File: src/rtl/seven_seg_encoder_if.sv
// ---------------------------------------------------------------------------
// seven_seg_encoder_if
// Groups the two binary counts, the display mode and the four HEX digit
// patterns of the "MM.LL" timer display. The master supplies counts and mode;
// the slave (the encoder) returns active-low 7-segment patterns.
// ---------------------------------------------------------------------------
interface seven_seg_encoder_if;
  logic [7:0] LSBBinary;
  logic [7:0] MSBBinary;
  logic       ModeSel;
  logic [6:0] HexMSBH;
  logic [6:0] HexMSBL;
  logic [6:0] HexLSBH;
  logic [6:0] HexLSBL;

  modport master (
    output LSBBinary,
    output MSBBinary,
    output ModeSel,
    input  HexMSBH,
    input  HexMSBL,
    input  HexLSBH,
    input  HexLSBL
  );

  modport slave (
    input  LSBBinary,
    input  MSBBinary,
    input  ModeSel,
    output HexMSBH,
    output HexMSBL,
    output HexLSBH,
    output HexLSBL
  );
endinterface : seven_seg_encoder_if

File: src/rtl/seven_seg_encoder.sv
// ---------------------------------------------------------------------------
// seven_seg_encoder
// Converts two 8-bit binary counts into four active-low 7-segment digits
// ("MM.LL"). Each byte is split into tens/units with a combinational
// compare-subtract chain. Values above 99 show as two dashes for that pair.
// In mode 1 the MSB tens digit is blanked when the MSB count is below 10
// (only when BLANK_LEAD is set). All outputs are registered with a single
// cycle of latency. Reset blanks the display asynchronously.
// ---------------------------------------------------------------------------
module seven_seg_encoder #(
  parameter bit BLANK_LEAD = 1'b1
) (
  input  logic                Clock,
  input  logic                Reset,
  seven_seg_encoder_if.slave  bus
);

  localparam logic [6:0] SEG_BLANK = 7'b1111111;
  localparam logic [6:0] SEG_DASH  = 7'b0111111;
  localparam logic [7:0] MAX_SHOWN = 8'd99;

  // Decimal digit to active-low {g,f,e,d,c,b,a} pattern; non-digits go blank.
  function automatic logic [6:0] f_seg(input logic [3:0] d);
    logic [6:0] seg;
    case (d)
      4'd0:    seg = 7'b1000000;
      4'd1:    seg = 7'b1111001;
      4'd2:    seg = 7'b0100100;
      4'd3:    seg = 7'b0110000;
      4'd4:    seg = 7'b0011001;
      4'd5:    seg = 7'b0010010;
      4'd6:    seg = 7'b0000010;
      4'd7:    seg = 7'b1111000;
      4'd8:    seg = 7'b0000000;
      4'd9:    seg = 7'b0010000;
      default: seg = SEG_BLANK;
    endcase
    return seg;
  endfunction

  // Tens digit by comparing against each multiple of ten. Only meaningful
  // for 0..99; larger values are replaced by dashes before display.
  function automatic logic [3:0] f_tens(input logic [7:0] v);
    logic [3:0] t;
    if      (v >= 8'd90) t = 4'd9;
    else if (v >= 8'd80) t = 4'd8;
    else if (v >= 8'd70) t = 4'd7;
    else if (v >= 8'd60) t = 4'd6;
    else if (v >= 8'd50) t = 4'd5;
    else if (v >= 8'd40) t = 4'd4;
    else if (v >= 8'd30) t = 4'd3;
    else if (v >= 8'd20) t = 4'd2;
    else if (v >= 8'd10) t = 4'd1;
    else                 t = 4'd0;
    return t;
  endfunction

  // Units digit: subtract the already-found tens multiple.
  function automatic logic [3:0] f_units(input logic [7:0] v, input logic [3:0] t);
    logic [7:0] rem;
    rem = v - ({4'd0, t} * 8'd10);
    return rem[3:0];
  endfunction

  logic [3:0] w_msb_tens;
  logic [3:0] w_msb_units;
  logic [3:0] w_lsb_tens;
  logic [3:0] w_lsb_units;
  logic [6:0] w_msb_h;
  logic [6:0] w_msb_l;
  logic [6:0] w_lsb_h;
  logic [6:0] w_lsb_l;

  logic [6:0] r_msb_h;
  logic [6:0] r_msb_l;
  logic [6:0] r_lsb_h;
  logic [6:0] r_lsb_l;

  // Next display patterns: range check first, then leading-zero blanking.
  always_comb begin
    w_msb_tens  = f_tens(bus.MSBBinary);
    w_msb_units = f_units(bus.MSBBinary, w_msb_tens);
    w_lsb_tens  = f_tens(bus.LSBBinary);
    w_lsb_units = f_units(bus.LSBBinary, w_lsb_tens);
    w_msb_h     = SEG_BLANK;
    w_msb_l     = SEG_BLANK;
    w_lsb_h     = SEG_BLANK;
    w_lsb_l     = SEG_BLANK;

    if (bus.MSBBinary > MAX_SHOWN) begin
      w_msb_h = SEG_DASH;
      w_msb_l = SEG_DASH;
    end else begin
      w_msb_l = f_seg(w_msb_units);
      if (BLANK_LEAD && bus.ModeSel && (bus.MSBBinary < 8'd10)) begin
        w_msb_h = SEG_BLANK;
      end else begin
        w_msb_h = f_seg(w_msb_tens);
      end
    end

    // The LSB pair is never blanked, only dashed when out of range.
    if (bus.LSBBinary > MAX_SHOWN) begin
      w_lsb_h = SEG_DASH;
      w_lsb_l = SEG_DASH;
    end else begin
      w_lsb_h = f_seg(w_lsb_tens);
      w_lsb_l = f_seg(w_lsb_units);
    end
  end

  // Output registers: blank on reset, otherwise load every edge.
  always_ff @(posedge Clock or posedge Reset) begin
    if (Reset) begin
      r_msb_h <= SEG_BLANK;
      r_msb_l <= SEG_BLANK;
      r_lsb_h <= SEG_BLANK;
      r_lsb_l <= SEG_BLANK;
    end else begin
      r_msb_h <= w_msb_h;
      r_msb_l <= w_msb_l;
      r_lsb_h <= w_lsb_h;
      r_lsb_l <= w_lsb_l;
    end
  end

  assign bus.HexMSBH = r_msb_h;
  assign bus.HexMSBL = r_msb_l;
  assign bus.HexLSBH = r_lsb_h;
  assign bus.HexLSBL = r_lsb_l;

endmodule : seven_seg_encoder

File: src/flat_wrapper.sv
// flat-port wrapper written by rule: the top's interface ports become plain ports
module seven_seg_encoder_flat 
#(
  parameter bit BLANK_LEAD = 1'b1
)
  (Clock, Reset, bus_LSBBinary, bus_MSBBinary, bus_ModeSel, bus_HexMSBH, bus_HexMSBL, bus_HexLSBH, bus_HexLSBL);
  seven_seg_encoder_if bus_i ();
  input  logic Clock;
  input  logic Reset;
  input wire logic [$bits(bus_i.LSBBinary)-1:0] bus_LSBBinary;
  input wire logic [$bits(bus_i.MSBBinary)-1:0] bus_MSBBinary;
  input wire logic [$bits(bus_i.ModeSel)-1:0] bus_ModeSel;
  output wire logic [$bits(bus_i.HexMSBH)-1:0] bus_HexMSBH;
  output wire logic [$bits(bus_i.HexMSBL)-1:0] bus_HexMSBL;
  output wire logic [$bits(bus_i.HexLSBH)-1:0] bus_HexLSBH;
  output wire logic [$bits(bus_i.HexLSBL)-1:0] bus_HexLSBL;
  assign bus_i.LSBBinary = bus_LSBBinary;
  assign bus_i.MSBBinary = bus_MSBBinary;
  assign bus_i.ModeSel = bus_ModeSel;
  assign bus_HexMSBH = bus_i.HexMSBH;
  assign bus_HexMSBL = bus_i.HexMSBL;
  assign bus_HexLSBH = bus_i.HexLSBH;
  assign bus_HexLSBL = bus_i.HexLSBL;
  seven_seg_encoder #(.BLANK_LEAD(BLANK_LEAD)) u_core (.Clock(Clock), .Reset(Reset), .bus(bus_i));
endmodule
File: config.mk
export PLATFORM = sky130hd
export DESIGN_NAME = seven_seg_encoder_flat
export DESIGN_NICKNAME = d
export VERILOG_FILES = /design/src/rtl/seven_seg_encoder_if.sv /design/src/rtl/seven_seg_encoder.sv /design/src/flat_wrapper.sv
export SDC_FILE = /design/constraint.sdc
export NUM_CORES = 1
export LEC_CHECK = 0
export CAP_MARGIN = 20
export CORE_MARGIN = 1.5
export CORE_UTILIZATION = 35
export CTS_CLUSTER_DIAMETER = 80
export DETAILED_ROUTE_END_ITERATION = 8
export PLACE_DENSITY = 0.62
export SLEW_MARGIN = 20
export SYNTH_ARGS = -nofsm -noshare
export SYNTH_HDL_FRONTEND = slang
export SYNTH_SLANG_ARGS = --single-unit
File: constraint.sdc
create_clock -name Clock -period 1.1 [get_ports Clock]
set_input_delay 0.275 -clock Clock [delete_from_list [all_inputs] [get_ports Clock]]
set_output_delay 0.275 -clock Clock [all_outputs]
set_load 0.05 [all_outputs]
==> impl_metrics.json, run 1 <==
{
  "outcome": "finished, violations left",
  "die_area_um2": 6810,
  "syn_area_per_cell_um2": 8.71,
  "period_needed_ps": 2480,
  "clock-sinks": 28,
  "critPathKind": "in2reg",
  "dr.pass1.iters": 4,
  "crit_start": "bus_LSBBinary[5]",
  "yosysSeqAreaShare_pct": 33.3,
  "viasPerCell": 5.01,
  "antenna_found_initial": 0,
  "core-area_um2": 6030,
  "ir_drop_v": 0.000760,
  "timing.hold.ws_ps": 298,
  "numPortBuffers": 46,
  "synth_edf_count": 0,
  "intPower_uw": 2840,
  "finalCritPeriodShare_pct": 225,
  "drv_slew": 0,
  "crit_path_start_kind": "input port",
  "grt-ovfl-total": 0,
  "cts_made_buffers": 3,
  "seqPwrFrac_pct": 29.3,
  "cp_max_fo": 4,
  "worstPathArrival_ps": 2690,
  "dp_hpwl_mm": 4.26,
  "ys_seq_elements": 28,
  "multiInputGateArea_um2": 1710,
  "drtIter0Drc": 72,
  "dp_slack_ps": -2070,
  "endpoint": "u_core.bus.HexLSBL[4]",
  "drive_gt1_share_pct": 61.6,
  "final-seq-area_um2": 736,
  "synth_common_cells": "28 x dfstp_2, 25 x nand2_1, 23 x ha_1, 23 x nor2_1, 18 x o21ai_0",
  "syn_area_um2": 2210,
  "synth_top_area_share_pct": 33.3,
  "yosys-top-cells-area": "dfstp_2 33%, ha_1 13%, nand2_1 4.2%, o21ai_0 4.1%, nor2_1 3.9%",
  "hold_path_class": "in2reg",
  "switchingPower_uw": 1710,
  "layout_setup_ws_ps": -1380,
  "wl_per_cell_um": 13.6,
  "cts_tree": "built",
  "switching_share_pct": 37.6,
  "tns_ps": -29900,
  "drt.antenna.violating_nets": 0,
  "cts_hold_repair.buffers": 0,
  "rsz0062_at_grt": "true",
  "synth_nets": 298,
  "final_hold_viol_count": 0,
  "nNetsFinal": 412,
  "grt_pass1_vias": 2067,
  "setup_viol": 56,
  "synth_cell_types": 57,
  "p_total_uw": 4560,
  "routed_wl_mm": 6.03,
  "violations": "setup timing",
  "cts_buffer_depth": 2,
  "yosys.area.top_type": "dfstp_2",
  "track_usage_pct": 18.0,
  "syn2layout_area_growth_pct": 83.4,
  "dp.cells": 424,
  "p_leak_uw": 0.00176,
  "cts.reportedPaths.clkPinSlew_ps": 100,
  "drc": 0,
  "synth_most_common_cell": "dfstp_2",
  "fmax_mhz": 404,
  "initial_core_util_pct": 36.7,
  "maxCapViolations": 0,
  "ios": 47,
  "yosys_warnings": 0,
  "cts_htree_levels": 1,
  "layout.cells.non_filler": 442,
  "fp.dieH_um": 82.5,
  "placementRows": 28,
  "syn_inst": 254,
  "tightest_slew_ps": 466,
  "synth_top_flop_cell": "dfstp_2",
  "antennaDiodeCount": 0,
  "required_ps": 1320,
  "async_reset_ff_share_pct": 100,
  "fill_cells": 467,
  "max_slew_margin_pct": 68.9,
  "pwr-share-comb_pct": 56.5,
  "via_count": 2216,
  "power_density_nw_per_um2": 1120,
  "fp.dieW_um": 82.5,
  "clkPwrFrac_pct": 14.2,
  "cts_root_buf": "clkbuf_8",
  "place_congestion": 0.884,
  "grt_pass1_wl_mm": 9.49,
  "grt_max_degree": 29,
  "endpoint_kind": "register"
}
-- per-layer routing --
metal | track usage [%] | share of wire (%) | vias up
met3 | 2.09 | 3.7 | 6
met1 | 23.7 | 43 | 1042
met4 | 4.67 | 1.1 | 0
met5 | 0 | 0 | -
met2 | 31.3 | 52 | 60
li1 | - | - | 1108
-- worst min-delay path by stage --
stage	from	to	slack, ps	cells past startpoint
after floorplan	bus_MSBBinary[2]	u_core.bus.HexMSBH[6]	490	3
after global placement	u_core.bus.HexMSBL[2]	bus_HexMSBL[2]	770	1
after detailed placement	u_core.bus.HexMSBL[1]	bus_HexMSBL[1]	770	1
after CTS	bus_LSBBinary[7]	u_core.bus.HexLSBH[1]	310	3
after global routing	bus_LSBBinary[7]	u_core.bus.HexLSBH[1]	290	3
final	bus_LSBBinary[7]	u_core.bus.HexLSBH[1]	300	3
-- power groups by stage --
stage | Combinational, µW | Clock (µW) | Sequential, µW
detailed placement | 2180 | 0 | 1360
global placement | 2150 | 0 | 1350
CTS | 2370 | 667 | 1340
global route | 2750 | 705 | 1350
floorplan | 776 | 0 | 1730
finish | 2580 | 646 | 1330
-- state kept, by name, indices dropped and copies added, names as in the netlist --
register            cells
u_core.bus.HexMSBL      7
u_core.bus.HexLSBH      7
u_core.bus.HexMSBH      7
u_core.bus.HexLSBL      7
-- worst max-delay path, cell delays in order --
cell      delay, ps
buf_8           100
and4bb_1        210
maj3_2          320
o22a_1          190
a2111o_1        380
ha_2            190
inv_2            50
fa_2            200
xnor2_2          80
xnor2_2         260
buf_4           190
mux2i_1         190
nand2_1          70
-- layout by cell type (no fill, tap or decap), drive strengths merged, types with 2 or more instances in the layout --
cell type,netlist,final
clkbuf,8,6
or2,6,6
a21boi,2,2
o211ai,3,3
a31oi,3,3
o21ai,31,31
nor2b,2,2
inv,17,17
nand3,4,4
a22oi,2,2
and2,3,3
nand4,2,2
buf,5,113
nand2b,6,6
a2111o,2,2
ha,23,23
fa,2,2
a21oi,18,18
and3,2,2
clkdlybuf4s50,0,4
a21o,2,2
mux2i,5,5
a221oi,2,2
dfstp,28,28
nor2,23,23
o31ai,3,3
clkdlybuf4s15,0,2
nor3b,2,2
xnor2,3,3
nor3,5,5
o21a,2,2
nand2,25,25
-- final cells by class --
type,instances,share of cell area [%]
Multi-Input combinational cell,196,42.1
Inverter,17,2.00
Timing Repair Buffer,122,34.1
Sequential cell,28,18.1
Clock buffer,4,1.36
Tap cell,75,2.31
-- cells by family after synthesis --
| family | count (synthesis) | synth area share [%] |
|---|---|---|
| simple gates | 84 | 19.1 |
| compound gates | 77 | 22.1 |
| xor+xnor | 4 | 2.26 |
| mux | 5 | 2.26 |
| fa+ha+maj | 26 | 15.3 |
| buf+inv | 30 | 5.77 |
| flops | 28 | 33.3 |
-- per-stage QoR --
| step | instance area (µm²) | utilization, % |
|---|---|---|
| 3_5_place_dp | 3590 | 59.7 |
| 2_1_floorplan | 2360 | - |
| 5_1_grt | 4060 | 67.3 |
| 4_1_cts | 3850 | 64.0 |
| 6_report | 4060 | 67.3 |
| 3_3_place_gp | 3590 | 59.7 |
-- timing repair --
action                                  CTS  global route
resized for setup                        92            45
endpoints found under the setup margin   56            56
buffers inserted                          7             9
pin swaps                                41            20
endpoints found under the hold margin     0             0
(Power assumes the default switching activity.)
==> inputs of run 2 (changes only) <==
--- a/config.mk
+++ b/config.mk
@@ -11,6 +11,7 @@
 export CTS_CLUSTER_DIAMETER = 80
 export DETAILED_ROUTE_END_ITERATION = 8
 export PLACE_DENSITY = 0.62
+export RECOVER_POWER = 25
 export SLEW_MARGIN = 20
 export SYNTH_ARGS = -nofsm -noshare
 export SYNTH_HDL_FRONTEND = slang
==> run 2 against run 1 <==
The flow still finishes with violations (setup timing). Setup slack gained 0.75 ps. Critical path depth is the same. Via count is essentially flat. Critical endpoint unchanged. Largest cell class unchanged.
==> impl_metrics.json, run 2 (same netlist as run 1, synthesis figures left out) <==
{
  "outcome": "finished, violations left",
  "violations": "setup timing",
  "cp_max_fo": 4,
  "p_total_uw": 4550,
  "cts_root_buf": "clkbuf_8",
  "layout_commonest_cell": "buf_4",
  "cts_tree": "built",
  "nNetsFinal": 412,
  "layout_setup_ws_ps": -1380,
  "cts_made_buffers": 3,
  "drive_gt1_share_pct": 61.6,
  "final_hold_viol_count": 0,
  "multiInputGateArea_um2": 1710,
  "track_usage_pct": 18.0,
  "placementRows": 28,
  "period_needed_ps": 2480,
  "final-seq-area_um2": 736,
  "grt-ovfl-total": 0,
  "place_congestion": 0.884,
  "drc": 0,
  "routed_wl_mm": 6.04,
  "clock-sinks": 28,
  "drtIter0Drc": 88,
  "cts_hold_repair.buffers": 0,
  "fmax_mhz": 404,
  "antenna_found_initial": 0,
  "place_area_um2": 3590,
  "worstPathArrival_ps": 2690,
  "endpoint_kind": "register",
  "antennaDiodeCount": 0,
  "fp.dieW_um": 82.5,
  "drv_slew": 0,
  "cts_htree_levels": 1,
  "fp.dieH_um": 82.5,
  "crit_path_start_kind": "input port",
  "grt_pass1_vias": 2067,
  "grt_max_degree": 29,
  "initial_core_util_pct": 36.7,
  "wl_per_cell_um": 13.7,
  "maxCapViolations": 0,
  "grt_pass1_wl_mm": 9.49,
  "via_count": 2217,
  "ir_drop_v": 0.000726,
  "p_leak_uw": 0.00175,
  "drt.antenna.violating_nets": 0,
  "power_density_nw_per_um2": 1130,
  "layout_common_cells": "61 x buf_4, 28 x buf_12, 28 x dfstp_2, 21 x nand2_1, 20 x buf_6",
  "ios": 47,
  "dp_hpwl_mm": 4.26,
  "tightest_slew_ps": 673,
  "fill_cells": 469,
  "critPathKind": "in2reg",
  "syn2layout_area_growth_pct": 82.7,
  "cts.reportedPaths.clkPinSlew_ps": 100,
  "fin_area_um2": 4040,
  "numPortBuffers": 46,
  "crit_start": "bus_LSBBinary[5]",
  "core-area_um2": 6030,
  "finalCritPeriodShare_pct": 225,
  "rsz0062_at_grt": "true",
  "die_area_um2": 6810,
  "hold_path_class": "in2reg",
  "cts_buffer_depth": 2,
  "setup_viol": 56,
  "required_ps": 1320,
  "viasPerCell": 5.02,
  "max_slew_margin_pct": 55.2,
  "endpoint": "u_core.bus.HexLSBL[4]",
  "dr.pass1.iters": 4
}
run 2: cell count changes in the layout (fill, tap and decap cells not counted), sizes merged:
cell,change
dlygate4sd3,+1
clkdlybuf4s50,-1
buf,-1
clkbuf,+1
run 2: how the worst min path moves through the flow:
stage               depth (start not counted)  slack, ps                  start                    end
floorplan                                   3        490       bus_MSBBinary[2]  u_core.bus.HexMSBH[6]
global placement                            1        770  u_core.bus.HexMSBL[2]         bus_HexMSBL[2]
detailed placement                          1        770  u_core.bus.HexMSBL[1]         bus_HexMSBL[1]
CTS                                         3        310       bus_LSBBinary[7]  u_core.bus.HexLSBH[1]
global route                                3        290       bus_LSBBinary[7]  u_core.bus.HexLSBH[1]
finish                                      3        300       bus_LSBBinary[7]  u_core.bus.HexLSBH[1]
run 2: routing by layer:
metal  GRT usage [%]  up-vias  wire (µm)
met5               0        -          0
met4            4.67        0         65
met3            2.09        6        174
met2            31.3       52       3130
met1            23.7     1051       2670
li1                -     1108          -
run 2: repair_timing:
| action | in CTS | in global routing |
|---|---|---|
| pin swaps | 41 | 20 |
| endpoints found under the setup margin | 56 | 56 |
| buffers inserted | 7 | 9 |
| gates resized for setup | 92 | 45 |
| cloned | 0 | 0 |
run 2: through the flow:
stage / TNS (ps) / hold slack, ps / setup slack, ps / utilization, % / cells
after global routing: -32950 / 291 / -1450 / 67.1 / 442
after CTS: -29200 / 310 / -1290 / 64.0 / 433
after floorplan: -30170 / 487 / -1570 / - / 254
after global placement: -44970 / 766 / -1980 / 59.7 / 424
after detailed placement: -46230 / 767 / -2070 / 59.7 / 424
final: -29900 / 300 / -1380 / 67.1 / 442
run 2: power breakdown:
part	internal, µW	switching, µW
Sequential	1240	96.2
Combinational	1280	1290
Clock	321	325
Total	2840	1710
run 2: worst max-delay path, cell delays in order:
cell and delay [ps]:
buf_8 100, and4bb_1 210, maj3_2 320, o22a_1 190
a2111o_1 380, ha_2 190, inv_2 50, fa_2 200
xnor2_2 80, xnor2_2 260, buf_4 190, mux2i_1 190
nand2_1 70
run 2: cell type report:
| type | count | share of cell area, % |
|---|---|---|
| inverter | 17 | 2.01 |
| sequential | 28 | 18.2 |
| timing repair buffer | 122 | 33.8 |
| tap | 75 | 2.32 |
| clock buffer | 4 | 1.36 |
| multi-input combinational | 196 | 42.3 |
